## src/rtl/stack_cache_pkg.sv

```systemverilog
// Shared stack-cache definitions: widths, derived tag sizes and the
// registered memory-request record used by the spill/fill arbiter.
package stack_cache_pkg;

    localparam int DATA_W    = 16;
    localparam int ADDR_W    = 16;
    localparam int ID_W      = 4;
    localparam int MAX_READS = 4;

    // Fill tag width and a counter wide enough to hold 0..MAX_READS.
    localparam int TAG_W = $clog2(MAX_READS);
    localparam int CNT_W = $clog2(MAX_READS + 1);

    // One memory request as held in the request stage.
    typedef struct packed {
        logic              write;
        logic [ADDR_W-1:0] addr;
        logic [DATA_W-1:0] data;
        logic [TAG_W-1:0]  tag;
    } stack_req_t;

endpackage

```

## src/rtl/stack_fill_tag_table.sv

```systemverilog
// Outstanding-fill tag table: allocates the lowest free tag, remembers the
// stack ID per tag, answers lookups for responses and frees on completion.
module stack_fill_tag_table
    import stack_cache_pkg::*;
(
    input  logic             clk,
    input  logic             sync_rst,
    input  logic             en,
    input  logic             alloc,
    input  logic [ID_W-1:0]  alloc_id,
    output logic             can_alloc,
    output logic [TAG_W-1:0] alloc_tag,
    input  logic [TAG_W-1:0] lookup_tag,
    output logic             lookup_hit,
    output logic [ID_W-1:0]  lookup_id,
    input  logic             free
);

    logic [MAX_READS-1:0] valid_q;
    logic [ID_W-1:0]      id_q [MAX_READS];
    logic [CNT_W-1:0]     inflight_q;
    logic [MAX_READS-1:0] alloc_mask;
    logic [MAX_READS-1:0] free_mask;

    // Pick the lowest free tag from registered state only, so a tag freed
    // this cycle cannot be handed out again until the next cycle.
    always_comb begin
        // NOTE: every signal gets a default first so no path infers a latch.
        alloc_tag  = '0;
        alloc_mask = '0;
        free_mask  = '0;
        for (int i = MAX_READS - 1; i >= 0; i--) begin
            if (!valid_q[i]) alloc_tag = TAG_W'(i);
        end
        can_alloc = (valid_q != '1) && (inflight_q < CNT_W'(MAX_READS));
        if (alloc) alloc_mask[alloc_tag] = 1'b1;
        if (free)  free_mask[lookup_tag] = 1'b1;
    end

    assign lookup_hit = valid_q[lookup_tag];
    assign lookup_id  = id_q[lookup_tag];

    // Tag ownership and the in-flight count; alloc and free of different
    // tags in one cycle leave the count unchanged.
    always_ff @(posedge clk) begin
        // NOTE: sequential state uses non-blocking assignments only.
        if (!sync_rst) begin
            valid_q    <= '0;
            inflight_q <= '0;
        end else if (en) begin
            valid_q    <= (valid_q | alloc_mask) & ~free_mask;
            inflight_q <= inflight_q + CNT_W'(alloc) - CNT_W'(free);
        end
    end

    // Stack ID per tag, written at allocation.
    always_ff @(posedge clk) begin
        // NOTE: the ID array is not reset; valid_q alone says which entries mean anything.
        if (en && alloc) id_q[alloc_tag] <= alloc_id;
    end

endmodule

```

## src/rtl/stack_spill_fill_arbiter.sv

```systemverilog
// Stack spill/fill arbiter: round-robin between the fill (read) and spill
// (write) queues into one registered memory-request stage, with tagged fill
// tracking, completion pulses and a sticky stray-response flag.
module stack_spill_fill_arbiter #(
    parameter int  DATA_W    = stack_cache_pkg::DATA_W,
    parameter int  ADDR_W    = stack_cache_pkg::ADDR_W,
    parameter int  ID_W      = stack_cache_pkg::ID_W,
    parameter int  MAX_READS = stack_cache_pkg::MAX_READS,
    localparam int TAG_W     = $clog2(MAX_READS)
) (
    input  logic              clk,
    input  logic              sync_rst,
    input  logic              clk_en,
    input  logic              rd_valid,
    input  logic [ADDR_W-1:0] rd_addr,
    input  logic [ID_W-1:0]   rd_id,
    output logic              rd_pop,
    input  logic              wr_valid,
    input  logic [ADDR_W-1:0] wr_addr,
    input  logic [DATA_W-1:0] wr_data,
    input  logic [ID_W-1:0]   wr_id,
    output logic              wr_pop,
    output logic              mem_req_valid,
    input  logic              mem_req_ready,
    output logic              mem_req_write,
    output logic [ADDR_W-1:0] mem_req_addr,
    output logic [DATA_W-1:0] mem_req_data,
    output logic [TAG_W-1:0]  mem_req_tag,
    input  logic              mem_resp_valid,
    input  logic [TAG_W-1:0]  mem_resp_tag,
    input  logic [DATA_W-1:0] mem_resp_data,
    output logic              fill_done_valid,
    output logic [ID_W-1:0]   fill_done_id,
    output logic [DATA_W-1:0] fill_done_data,
    output logic              spill_done_valid,
    output logic [ID_W-1:0]   spill_done_id,
    output logic              err_stray_resp
);
    import stack_cache_pkg::*;

    stack_req_t       stage_q;
    logic             stage_valid_q;
    logic [ID_W-1:0]  stage_id_q;
    logic             last_write_q;   // 1 when the most recent grant went to the write queue

    logic             can_alloc;
    logic [TAG_W-1:0] alloc_tag;
    logic             lookup_hit;
    logic [ID_W-1:0]  lookup_id;
    logic             handshake;
    logic             grant_ok;
    logic             grant_rd;
    logic             grant_wr;
    logic             resp_hit;
    logic             resp_stray;

    assign handshake  = stage_valid_q && mem_req_ready;
    assign grant_ok   = sync_rst && clk_en && (!stage_valid_q || mem_req_ready);
    assign resp_hit   = mem_resp_valid && lookup_hit;
    assign resp_stray = mem_resp_valid && !lookup_hit;

    stack_fill_tag_table u_tags (
        .clk        (clk),
        .sync_rst   (sync_rst),
        .en         (clk_en),
        .alloc      (grant_rd),
        .alloc_id   (rd_id),
        .can_alloc  (can_alloc),
        .alloc_tag  (alloc_tag),
        .lookup_tag (mem_resp_tag),
        .lookup_hit (lookup_hit),
        .lookup_id  (lookup_id),
        .free       (resp_hit && clk_en)
    );

    // Round-robin grant: under contention the side not granted last wins.
    always_comb begin
        grant_rd = 1'b0;
        grant_wr = 1'b0;
        if (grant_ok) begin
            if (wr_valid && rd_valid && can_alloc) begin
                grant_wr = !last_write_q;
                grant_rd = last_write_q;
            end else begin
                grant_wr = wr_valid;
                grant_rd = rd_valid && can_alloc;
            end
        end
    end

    assign rd_pop = grant_rd;
    assign wr_pop = grant_wr;

    assign mem_req_valid = stage_valid_q;
    assign mem_req_write = stage_q.write;
    assign mem_req_addr  = stage_q.addr;
    assign mem_req_data  = stage_q.data;
    assign mem_req_tag   = stage_q.tag;

    // Request stage: load the granted head, hold under backpressure, empty on handshake.
    always_ff @(posedge clk) begin
        if (!sync_rst) begin
            stage_valid_q <= 1'b0;
            stage_q       <= '0;
            stage_id_q    <= '0;
            last_write_q  <= 1'b0;
        end else if (clk_en) begin
            if (grant_wr) begin
                stage_valid_q <= 1'b1;
                stage_q       <= '{write: 1'b1, addr: wr_addr, data: wr_data, tag: '0};
                stage_id_q    <= wr_id;
                last_write_q  <= 1'b1;
            end else if (grant_rd) begin
                stage_valid_q <= 1'b1;
                stage_q       <= '{write: 1'b0, addr: rd_addr, data: '0, tag: alloc_tag};
                stage_id_q    <= rd_id;
                last_write_q  <= 1'b0;
            end else if (handshake) begin
                stage_valid_q <= 1'b0;
            end
        end
    end

    // Completion pulses and the sticky stray-response flag.
    always_ff @(posedge clk) begin
        if (!sync_rst) begin
            spill_done_valid <= 1'b0;
            spill_done_id    <= '0;
            fill_done_valid  <= 1'b0;
            fill_done_id     <= '0;
            fill_done_data   <= '0;
            err_stray_resp   <= 1'b0;
        end else begin
            spill_done_valid <= clk_en && handshake && stage_q.write;
            fill_done_valid  <= clk_en && resp_hit;
            if (clk_en && handshake && stage_q.write) spill_done_id <= stage_id_q;
            if (clk_en && resp_hit) begin
                fill_done_id   <= lookup_id;
                fill_done_data <= mem_resp_data;
            end
            if (clk_en && resp_stray) err_stray_resp <= 1'b1;
        end
    end

endmodule

```

## config.mk

```make
export PLATFORM = sky130hd
export DESIGN_NAME = stack_spill_fill_arbiter
export DESIGN_NICKNAME = d
export VERILOG_FILES = /design/src/rtl/stack_cache_pkg.sv /design/src/rtl/stack_fill_tag_table.sv /design/src/rtl/stack_spill_fill_arbiter.sv
export SDC_FILE = /design/constraint.sdc
export NUM_CORES = 1
export LEC_CHECK = 0
export BUFFER_PORTS_ARGS = -buffer_cell sky130_fd_sc_hd__clkbuf_2
export CAP_MARGIN = 0
export CORE_UTILIZATION = 42
export DETAILED_ROUTE_END_ITERATION = 10
export GPL_TIMING_DRIVEN = 0
export PLACE_DENSITY = 0.73
export REMOVE_ABC_BUFFERS = 1
export SYNTH_ARGS = -nofsm -noshare
export SYNTH_HDL_FRONTEND = slang
export SYNTH_HIERARCHICAL = 1
export SYNTH_SLANG_ARGS = --single-unit
export TNS_END_PERCENT = 5
```

## constraint.sdc

```tcl
create_clock -name clk -period 2.51 [get_ports clk]
set_input_delay 0.1255 -clock clk [delete_from_list [all_inputs] [get_ports clk]]
set_output_delay 0.1255 -clock clk [all_outputs]
set_load 0.02 [all_outputs]
```

==> results of run 1 <==
[power groups by stage]
stage / combinational [mW] / clock, mW / sequential [mW]
after floorplan: 0.0886 / 0 / 1.61
after global placement: 0.265 / 0 / 1.56
after detailed placement: 0.275 / 0 / 1.56
after CTS: 0.334 / 0.998 / 1.53
after global routing: 0.367 / 1.06 / 1.54
final: 0.342 / 0.975 / 1.53
[sequential cells by signal (all words and copies together) (netlist names), 4 cells and up]
name and cells:
fill_done_data 16, mem_req_addr 16, mem_req_data 16, u_tags/id_q 16, fill_done_id 4, spill_done_id 4
stage_id_q 4, u_tags/valid_q 4
[tightest hold or removal path, delay by kind of cell]
kind,cells,cell delay [ns]
and+or+nand+nor,1,0.05
buffers and inverters,1,0.08
AOI/OAI and AO/OA,1,0.06
[area by class of cell]
| type | instances | area (µm²) |
|---|---|---|
| inverter | 12 | 50.0 |
| clock buffer | 10 | 128 |
| multi-input combinational | 213 | 1350 |
| timing repair inverter | 1 | 5.00 |
| tap | 102 | 128 |
| timing repair buffer | 195 | 1220 |
| fill | 639 | 2850 |
| sequential | 90 | 1970 |
| clock inverter | 6 | 65.1 |
[worst max-delay path by stage]
stage,endpoint,slack (ns),startpoint
floorplan,u_tags/inflight_q[2],-0.53,u_tags/valid_q[2]
global placement,mem_req_data[11],-1.47,sync_rst
detailed placement,u_tags/inflight_q[2],-1.22,mem_resp_tag[0]
CTS,u_tags/inflight_q[2],-0.09,u_tags/valid_q[2]
global route,u_tags/inflight_q[2],-0.11,u_tags/valid_q[2]
finish,u_tags/inflight_q[2],-0.05,u_tags/valid_q[2]
[per-layer routing]
metal | part of all wire (%) | vias up
li1 | - | 1554
met1 | 41 | 1466
met2 | 50 | 145
met3 | 7.2 | 16
met4 | 1.8 | 0
met5 | 0 | -
[kinds of logic after synthesis]
kind of cell	Yosys count	synth area share (%)
buffers and inverters	33	4.31
xor gates and xnor gates	1	0.258
AOI/OAI and AO/OA	70	15.0
DFF	90	57.7
muxes	14	5.96
adders and majority gates	3	1.33
and+or+nand+nor	124	15.4
[cell usage in the layout, fill, tap and decap left out, drive strengths merged, types with 3 or more instances in the layout]
cell type	n
a21oi	25
nor2b	4
nand2	48
a22o	16
clkinvlp	3
clkinv	3
o221ai	20
dlygate4sd3	45
dfxtp	74
mux2i	9
nor2	55
inv	12
buf	5
mux4	5
nand3	6
clkbuf	155
nand2b	4
edfxtp	16
[per-stage QoR]
stage / instance area [µm²] / cells / hold slack (ns)
2_1_floorplan: 3300 / 314 / 0.224
3_3_place_gp: 4150 / 561 / 0.343
3_5_place_dp: 4170 / 562 / 0.350
4_1_cts: 4860 / 626 / 0.00151
5_1_grt: 4910 / 629 / 0.0000371
6_report: 4910 / 629 / 0.0134
[timing repair]
action	4_1_cts	5_1_grt
endpoints found under the hold margin	44	1
hold buffers	44	1
gates cloned	2	0
buffers inserted	2	2
endpoints found under the setup margin	61	22
pin swaps	2	2
gates resized for setup	9	5
==> impl_metrics.toml, run 1 <==
[outcome]
outcome = "finished, violations left"
violations_in_the_final_reports = "negative setup slack"

[finish]
finalCoreUtilization_pct = 63.3
synthToLayoutAreaGrowth_pct = 44.6
design.final.nets = 606
layout_cells_sized_above_1_pct = 35.5
insertedDiodeCount = 0

[timing]
setup_ws_ns = -0.0491
hold_violations = 0
timing.setup.tns_ns = -0.0491
fin_worst_skew_ns = 0.0140
fmax_mhz = 391
setup_viol = 1
period_minus_slack_ns = 2.56
setup_repair_after_global_routing_missed_its_margin = "true"
timing.max_slew.rel_slack_pct = 28.1
max_slew.worst_pin.slew_ns = 1.07
timing.final.crit_share_pct = 102
timing.final.max_slew_violations = 0

[synth]
netlist.top_cell.by_area = "sky130_fd_sc_hd__dfxtp_1"
commonest_cells_in_the_netlist = "74 x sky130_fd_sc_hd__dfxtp_1, 55 x sky130_fd_sc_hd__nor2_1, 48 x sky130_fd_sc_hd__nand2_1, 25 x sky130_fd_sc_hd__a21oi_1, 20 x sky130_fd_sc_hd__o221ai_1"
ffs_w_async_s_r_synth_pct = 0
yosys-top-cells-area = "sky130_fd_sc_hd__dfxtp_1 44%, sky130_fd_sc_hd__edfxtp_1 14%, sky130_fd_sc_hd__nor2_1 6.1%, sky130_fd_sc_hd__nand2_1 5.3%, sky130_fd_sc_hd__o221ai_1 5.2%"
synth-seq-area-share_pct = 57.7
mappedNetlistArea_um2 = 3400
yosys_most_used_dff = "sky130_fd_sc_hd__dfxtp_1"
synthDistinctLibCells = 34
number_of_warnings_issued_by_yosys = 6
syn_area_per_cell_um2 = 10.1
synthMostInstantiatedCell = "sky130_fd_sc_hd__dfxtp_1"
synth.ff_latch_count = 90
synthCells = 335
yosysTopAreaCellShare_pct = 43.6
synth_enable_flop_cells = 16

[die]
fp.dieW_um = 92.0
die_height_um = 92.0
core_area_um2 = 7770
die_area_um2 = 8450
std_cell_rows = 32
pin_count = 146
initial_core_util_pct = 43.7

[global_route]
track_usage_pct = 21.3
wire_length_of_the_first_global_routing_pass_um = 14100
grt_antenna_before_repair = 0
grt_start_max_net_pins = 33
grt.overflow.total = 0
grt_pass1_vias = 2974
groute.layer.met3.usage_pct = 4.81
global_route_track_usage_on_met2_pct = 38.1
groute.layer.met1.usage_pct = 24.3
grt.busiest_layer = "met2"

[route]
routed-via-count = 3181
drt-wirelength-per-cell_um = 14.6
routed_wl_um = 9180
drt_iter0_drc = 97
drt.antenna.violating_nets = 0
dr.pass1.iters = 4
routed_via_density = 5.06
drcViolationCount = 0

[place]
gp_routability_congestion = 0.755
io_buffer_count = 145
dp_hpwl_um = 5540
pre_cts_ws_ns = -1.22

[pwr]
totalPowerFinal_mw = 2.85
power_frac_clock_pct = 34.2
cellPowerDensity_nw_per_um2 = 580
internal_power_mw = 2.13
seq_power_share_pct = 53.8
power_switching_share_pct = 25.1
net-switching-power_mw = 0.714
p_comb_share_pct = 12.0
p_leak_nw = 2.19
vdd_drop_max_mv = 0.300

[clock_network]
clk_root_buffer_cell = "sky130_fd_sc_hd__clkbuf_8"
cts_tree = "yes"
cts.reportedPaths.clkPinSlew_ns = 0.09
clock-sinks = 90
clk_latency_ns = 0.35
cts_inserted_buffers = 9
clock_tree.htree_level_count = 3
max-clock-path-buffers = 2

[critical_path]
crit_required_ns = 2.75
end_kind = "register"
critical_path.most_common_cell = "sky130_fd_sc_hd__ha_1"
timing_worst_setup_path_type = "reg2reg"
worst_r2r_endpoint = "u_tags/inflight_q[2]"
worst_path_largest_cell_delay_ns = 0.53
critical_path.slowest_cell = "sky130_fd_sc_hd__mux4_2"
kind_of_cell_with_the_highest_combined_delay_on_the_critical_path = "adder cells"
crit_chain = "mux4_2, nand3_4, clkinvlp_4, ha_1, inv_1, ha_1, fa_2, xnor2_2, nand2_1, mux2i_1"
number_of_gates_on_the_worst_path_with_buffers_counted = 10
rrSetupSlack_ns = -0.05
reg2regPathDepth = 10
worst_setup_path_start_kind = "register"
cp.buffers_inverters = 2
reg_to_reg_startpoint = "u_tags/valid_q[2]"
timing.critical_path.fanout_max = 7
cp_data_arrival_time_ns = 2.80

[worst_hold_path]
class_of_the_worst_hold_path = "in2reg"
worst_hold_path.endpoint = "fill_done_data[7]"
min_from = "mem_resp_data[7]"
timing.hold.worst_path_depth = 3

[run]
cap_viol_max_count = 0
Power figures use the tool's default switching activity.
==> run 2, diff against run 1 <==
--- a/config.mk
+++ b/config.mk
@@ -5,13 +5,16 @@
 export SDC_FILE = /design/constraint.sdc
 export NUM_CORES = 1
 export LEC_CHECK = 0
+export ABC_AREA = 1
 export BUFFER_PORTS_ARGS = -buffer_cell sky130_fd_sc_hd__clkbuf_2
 export CAP_MARGIN = 0
-export CORE_UTILIZATION = 42
+export CORE_UTILIZATION = 45
 export DETAILED_ROUTE_END_ITERATION = 10
 export GPL_TIMING_DRIVEN = 0
-export PLACE_DENSITY = 0.73
+export PLACE_DENSITY = 0.74
 export REMOVE_ABC_BUFFERS = 1
+export SETUP_SLACK_MARGIN = 0.5
+export SLEW_MARGIN = 15
 export SYNTH_ARGS = -nofsm -noshare
 export SYNTH_HDL_FRONTEND = slang
 export SYNTH_HIERARCHICAL = 1
==> impl_metrics.toml, run 2 <==
[outcome]
outcome = "finished, violations left"
violations_in_the_final_reports = "design-rule violations"

[critical_path]
timing.critical_path.fanout_max = 3
end_kind = "register"
critical_path.most_common_cell = "sky130_fd_sc_hd__clkinvlp_4"
critical_path.slowest_cell = "sky130_fd_sc_hd__fa_2"
timing_worst_setup_path_type = "reg2reg"
cp_data_arrival_time_ns = 2.53
crit_chain = "nand2_2, inv_1, a21oi_1, nand2_1, clkinvlp_4, nand2_8, clkinvlp_4, nand2_8, clkinvlp_4, ha_4, fa_2, o21ai_1, a21oi_1"
worst_setup_path_start_kind = "register"
crit_required_ns = 2.79
worst_path_largest_cell_delay_ns = 0.51

[synth]
synth_enable_flop_cells = 16
ffs_w_async_s_r_synth_pct = 0
commonest_cells_in_the_netlist = "144 x sky130_fd_sc_hd__nand2_1, 85 x sky130_fd_sc_hd__inv_1, 74 x sky130_fd_sc_hd__dfxtp_1, 63 x sky130_fd_sc_hd__nand3_1, 43 x sky130_fd_sc_hd__a21oi_1"
yosysTopAreaCellShare_pct = 35.6
synthMostInstantiatedCell = "sky130_fd_sc_hd__nand2_1"
syn_area_per_cell_um2 = 7.33
number_of_warnings_issued_by_yosys = 6
synthDistinctLibCells = 30
yosys_most_used_dff = "sky130_fd_sc_hd__dfxtp_1"
synthCells = 567
synth-seq-area-share_pct = 47.2
yosys-top-cells-area = "sky130_fd_sc_hd__dfxtp_1 36%, sky130_fd_sc_hd__nand2_1 13%, sky130_fd_sc_hd__edfxtp_1 12%, sky130_fd_sc_hd__inv_1 7.7%, sky130_fd_sc_hd__nand3_1 7.6%"
netlist.top_cell.by_area = "sky130_fd_sc_hd__dfxtp_1"
mappedNetlistArea_um2 = 4160
synth.ff_latch_count = 90

[pwr]
cellPowerDensity_nw_per_um2 = 537
p_leak_nw = 2.81
vdd_drop_max_mv = 0.245

[die]
core_area_um2 = 8850
initial_core_util_pct = 47.0
std_cell_rows = 34
die_area_um2 = 9630
fp.dieW_um = 98.1
pin_count = 146
die_height_um = 98.1

[place]
io_buffer_count = 145
pre_cts_ws_ns = -1.49
gp_routability_congestion = 0.746
dp_hpwl_um = 7000

[clock_network]
clock-sinks = 90
cts.reportedPaths.clkPinSlew_ns = 0.10
clk_root_buffer_cell = "sky130_fd_sc_hd__clkbuf_8"
cts_inserted_buffers = 9
cts_tree = "yes"
max-clock-path-buffers = 2
clock_tree.htree_level_count = 3
clk_latency_ns = 0.35

[finish]
layout.cells.most_common_list = "143 x sky130_fd_sc_hd__clkbuf_2, 138 x sky130_fd_sc_hd__nand2_1, 79 x sky130_fd_sc_hd__inv_1"
design.final.nets = 817
layout_cells_sized_above_1_pct = 31.0
synthToLayoutAreaGrowth_pct = 35.4
insertedDiodeCount = 0
filler_cell_count_in_the_final_layout = 835
finalCoreUtilization_pct = 63.6
final_common_cell = "sky130_fd_sc_hd__clkbuf_2"

[global_route]
grt_start_max_net_pins = 43
track_usage_pct = 26.7
wire_length_of_the_first_global_routing_pass_um = 20000
grt_antenna_before_repair = 0
grt.overflow.total = 0
grt_pass1_vias = 4068

[timing]
timing.max_slew.rel_slack_pct = 51.9
fmax_mhz = 445
fin_worst_skew_ns = 0.00814
timing.final.crit_share_pct = 89.5
setup_repair_after_global_routing_missed_its_margin = "true"
timing.final.max_slew_violations = 0
setup_viol = 0
hold_violations = 0
setup_ws_ns = 0.263
period_minus_slack_ns = 2.25
max_slew.worst_pin.slew_ns = 0.721

[route]
drcViolationCount = 11
drt.antenna.violating_nets = 0
drt_iter0_drc = 198
dr.pass1.iters = 9
routed_via_density = 5.11
drt-wirelength-per-cell_um = 14.8
routed-via-count = 4323
routed_wl_um = 12500

[worst_hold_path]
class_of_the_worst_hold_path = "in2reg"

[run]
cap_viol_max_count = 0
-- run 2: final timing paths --
check	start	to	slack, ns	cells after the start
setup / recovery	u_tags/valid_q[3]	u_tags/inflight_q[1]	0.26	13
hold reg to reg	stage_id_q[0]	spill_done_id[0]	0.46	2
setup reg to reg	u_tags/valid_q[3]	u_tags/inflight_q[1]	0.26	13
hold / removal	wr_data[11]	mem_req_data[11]	0.02	3
-- run 2: what timing repair did --
| item | in CTS | in global routing |
|---|---|---|
| cloned | 7 | 0 |
| pin swaps | 10 | 5 |
| hold buffers | 16 | 0 |
| hold endpoints to repair | 16 | 0 |
| gates resized for setup | 33 | 3 |
| buffers inserted | 20 | 2 |
| setup endpoints to repair | 86 | 54 |
-- run 2: per-stage QoR --
step	total power, mW	instances	hold WS, ns	TNS (ns)	cell area, µm²
5_1_grt	3.15	846	0.0205	0	5630
3_3_place_gp	1.93	783	0.359	-162.67	4820
2_1_floorplan	1.77	530	0.224	-58.81	3960
6_report	3.02	846	0.0246	0	5630
4_1_cts	3.04	844	0.00533	0	5610
3_5_place_dp	1.95	785	0.363	-61.91	4890
-- run 2: routing by layer --
layer / up-vias / wire length, µm / track usage, %
li1: 2165 / - / -
met1: 1982 / 4940 / 30.5
met2: 161 / 6610 / 48.9
met3: 15 / 816 / 5.23
met4: 0 / 170 / 10.1
met5: - / 0 / 0
-- run 2: kinds of logic after synthesis --
family / after synthesis / share of synthesized area [%]
AND/OR/NAND/NOR: 286 / 30.5
buffers and inverters: 125 / 12.8
flip-flops: 90 / 47.2
AO/OA/AOI/OAI: 63 / 8.49
adder cells (fa/ha/maj): 3 / 1.08
-- run 2: final cells by class --
class / count / area, µm² / share of cell area [%]
clock buffer: 9 / 124 / 2.20
timing repair inverter: 2 / 10.0 / 0.178
sequential: 90 / 1970 / 35.0
clock inverter: 7 / 76.3 / 1.36
multi-input combinational: 357 / 1840 / 32.7
tap: 108 / 135 / 2.40
timing repair buffer: 185 / 1120 / 19.9
inverter: 88 / 348 / 6.18
-- run 2: report_power, final --
group / leakage, nW / switching, mW / internal (mW)
registers: 0.747 / 0.0221 / 1.51
clock network: 0.105 / 0.547 / 0.470
logic: 1.96 / 0.293 / 0.182
total: 2.81 / 0.862 / 2.16
-- run 2: critical path: cells and delay by family, from the launching register on --
family,cells,cell delay (ns)
adder cells (fa/ha/maj),2,0.70
buffers and inverters,4,0.46
flip-flops,1,0.37
AND/OR/NAND/NOR,4,0.37
AO/OA/AOI/OAI,3,0.26
==> run 3, diff against run 2 <==
--- a/config.mk
+++ b/config.mk
@@ -11,7 +11,7 @@
 export CORE_UTILIZATION = 45
 export DETAILED_ROUTE_END_ITERATION = 10
 export GPL_TIMING_DRIVEN = 0
-export PLACE_DENSITY = 0.74
+export PLACE_DENSITY = 0.86
 export REMOVE_ABC_BUFFERS = 1
 export SETUP_SLACK_MARGIN = 0.5
 export SLEW_MARGIN = 15
==> impl_metrics.toml, run 3 (synthesis gave the netlist of run 2 again) <==
[global_route]
grt_antenna_before_repair = 0
grt_start_max_net_pins = 43
grt.overflow.total = 0
wire_length_of_the_first_global_routing_pass_um = 20500
grt_pass1_vias = 4268
track_usage_pct = 27.3

[finish]
layout.cells.most_common_list = "143 x sky130_fd_sc_hd__clkbuf_2, 133 x sky130_fd_sc_hd__nand2_1, 77 x sky130_fd_sc_hd__inv_1"
layout_cells_sized_above_1_pct = 32.8
filler_cell_count_in_the_final_layout = 792
design.final.nets = 814
synthToLayoutAreaGrowth_pct = 34.4
final_common_cell = "sky130_fd_sc_hd__clkbuf_2"
stdcell_area_um2 = 5590
reg_area_um2 = 1980
multi_input_comb_area_um2 = 1900
insertedDiodeCount = 0

[die]
std_cell_rows = 34
die_area_um2 = 9630
core_area_um2 = 8850
die_height_um = 98.1
initial_core_util_pct = 47.0
fp.dieW_um = 98.1
pin_count = 146

[place]
pre_cts_ws_ns = -1.80
gp_routability_congestion = 0.795
dp_hpwl_um = 6950
io_buffer_count = 145
dpl_cell_area_um2 = 4870

[pwr]
p_comb_share_pct = 16.4
vdd_drop_max_mv = 0.280
power_switching_share_pct = 29.1
p_leak_nw = 2.80
net-switching-power_mw = 0.847
seq_power_share_pct = 52.4
cellPowerDensity_nw_per_um2 = 521
internal_power_mw = 2.07
totalPowerFinal_mw = 2.91
power_frac_clock_pct = 31.2

[clock_network]
clock-sinks = 90
cts_tree = "yes"
clock_tree.htree_level_count = 3
cts_inserted_buffers = 9
clk_latency_ns = 0.36
max-clock-path-buffers = 2
cts.reportedPaths.clkPinSlew_ns = 0.09
clk_root_buffer_cell = "sky130_fd_sc_hd__clkbuf_8"

[critical_path]
cp.buffers_inverters = 5
critical_path.slowest_cell = "sky130_fd_sc_hd__dfxtp_4"
rrSetupSlack_ns = 0.27
timing.critical_path.fanout_max = 5
kind_of_cell_with_the_highest_combined_delay_on_the_critical_path = "simple AND/OR/NAND/NOR gates"
crit_chain = "nand2_4, inv_2, a21oi_2, nand2_2, clkinvlp_4, nand2_8, clkinvlp_4, nand2_8, clkinvlp_4, ha_4, fa_2, inv_2, nand2_2, nand3_2, nand2_1, nand2_1, nor2_1"
crit_required_ns = 2.77
timing_worst_setup_path_type = "reg2reg"
critical_path.most_common_cell = "sky130_fd_sc_hd__clkinvlp_4"
end_kind = "register"
cp_data_arrival_time_ns = 2.50
worst_path_largest_cell_delay_ns = 0.40
worst_setup_path_start_kind = "register"

[route]
drt.antenna.violating_nets = 0
routed_via_density = 5.27
drt-wirelength-per-cell_um = 15.5
routed-via-count = 4440
drt_iter0_drc = 224
drcViolationCount = 11
dr.pass1.iters = 9
routed_wl_um = 13100

[timing]
timing.final.crit_share_pct = 89.1
hold_violations = 0
timing.max_slew.rel_slack_pct = 58.9
setup_viol = 0
period_minus_slack_ns = 2.24
timing.final.max_slew_violations = 0
fmax_mhz = 447
fin_worst_skew_ns = 0.00990
finalHoldWorstSlack_ns = 0.00729
setup_repair_after_global_routing_missed_its_margin = "true"
max_slew.worst_pin.slew_ns = 0.617
timing.setup.tns_ns = 0
setup_ws_ns = 0.275

[worst_hold_path]
class_of_the_worst_hold_path = "in2reg"

[outcome]
violations_in_the_final_reports = "design-rule violations"
outcome = "finished, violations left"

[run]
cap_viol_max_count = 0
[run 3: stage by stage]
| stage | util (%) | cells |
|---|---|---|
| final | 63.1 | 843 |
| after global routing | 63.1 | 843 |
| after CTS | 62.3 | 840 |
| after detailed placement | 55.0 | 784 |
| after global placement | 54.5 | 783 |
| after floorplan | - | 530 |
[run 3: layout make-up]
| cell class | instances | share of cell area [%] |
|---|---|---|
| Inverter | 88 | 6.27 |
| Multi-Input combinational cell | 360 | 34.1 |
| Tap cell | 108 | 2.42 |
| Timing Repair inverter | 2 | 0.224 |
| Clock buffer | 10 | 2.46 |
| Sequential cell | 90 | 35.4 |
| Clock inverter | 6 | 0.694 |
| Timing Repair Buffer | 179 | 18.5 |
[run 3: what timing repair did]
action                                  in CTS  in global routing
hold buffers                                10                  0
endpoints found under the hold margin       10                  0
endpoints found under the setup margin      85                 72
setup buffers                               20                  3
cloned                                      10                  0
pin swaps                                   10                 13
gates resized for setup                     34                 16
[run 3: power groups by stage]
stage	combinational [mW]	sequential (mW)	clock, mW
after global placement	0.366	1.56	0
final	0.476	1.53	0.910
after global routing	0.522	1.53	0.979
after floorplan	0.173	1.60	0
after detailed placement	0.384	1.56	0
after CTS	0.465	1.53	0.928
[run 3: layer usage]
layer	track usage, %	up-vias	share of wire, %	wire (µm)
li1	-	2163	-	-
met4	13.1	0	3.4	438
met3	4.65	36	7.2	946
met1	29.9	2042	38	5020
met2	50.8	199	51	6660
met5	0	-	0	0
[run 3: path summary, 6_finish.rpt]
kind / cells after the start / startpoint / end
max: 17 / u_tags/valid_q[2] / u_tags/inflight_q[2]
min: 3 / mem_resp_data[13] / fill_done_data[13]
max reg2reg: 17 / u_tags/valid_q[2] / u_tags/inflight_q[2]
min reg2reg: 2 / stage_id_q[0] / spill_done_id[0]
[run 3: worst min-delay path: stages]
cell	delay, ns
sky130_fd_sc_hd__clkbuf_2	0.08
sky130_fd_sc_hd__nand2_1	0.05
sky130_fd_sc_hd__a21oi_1	0.05
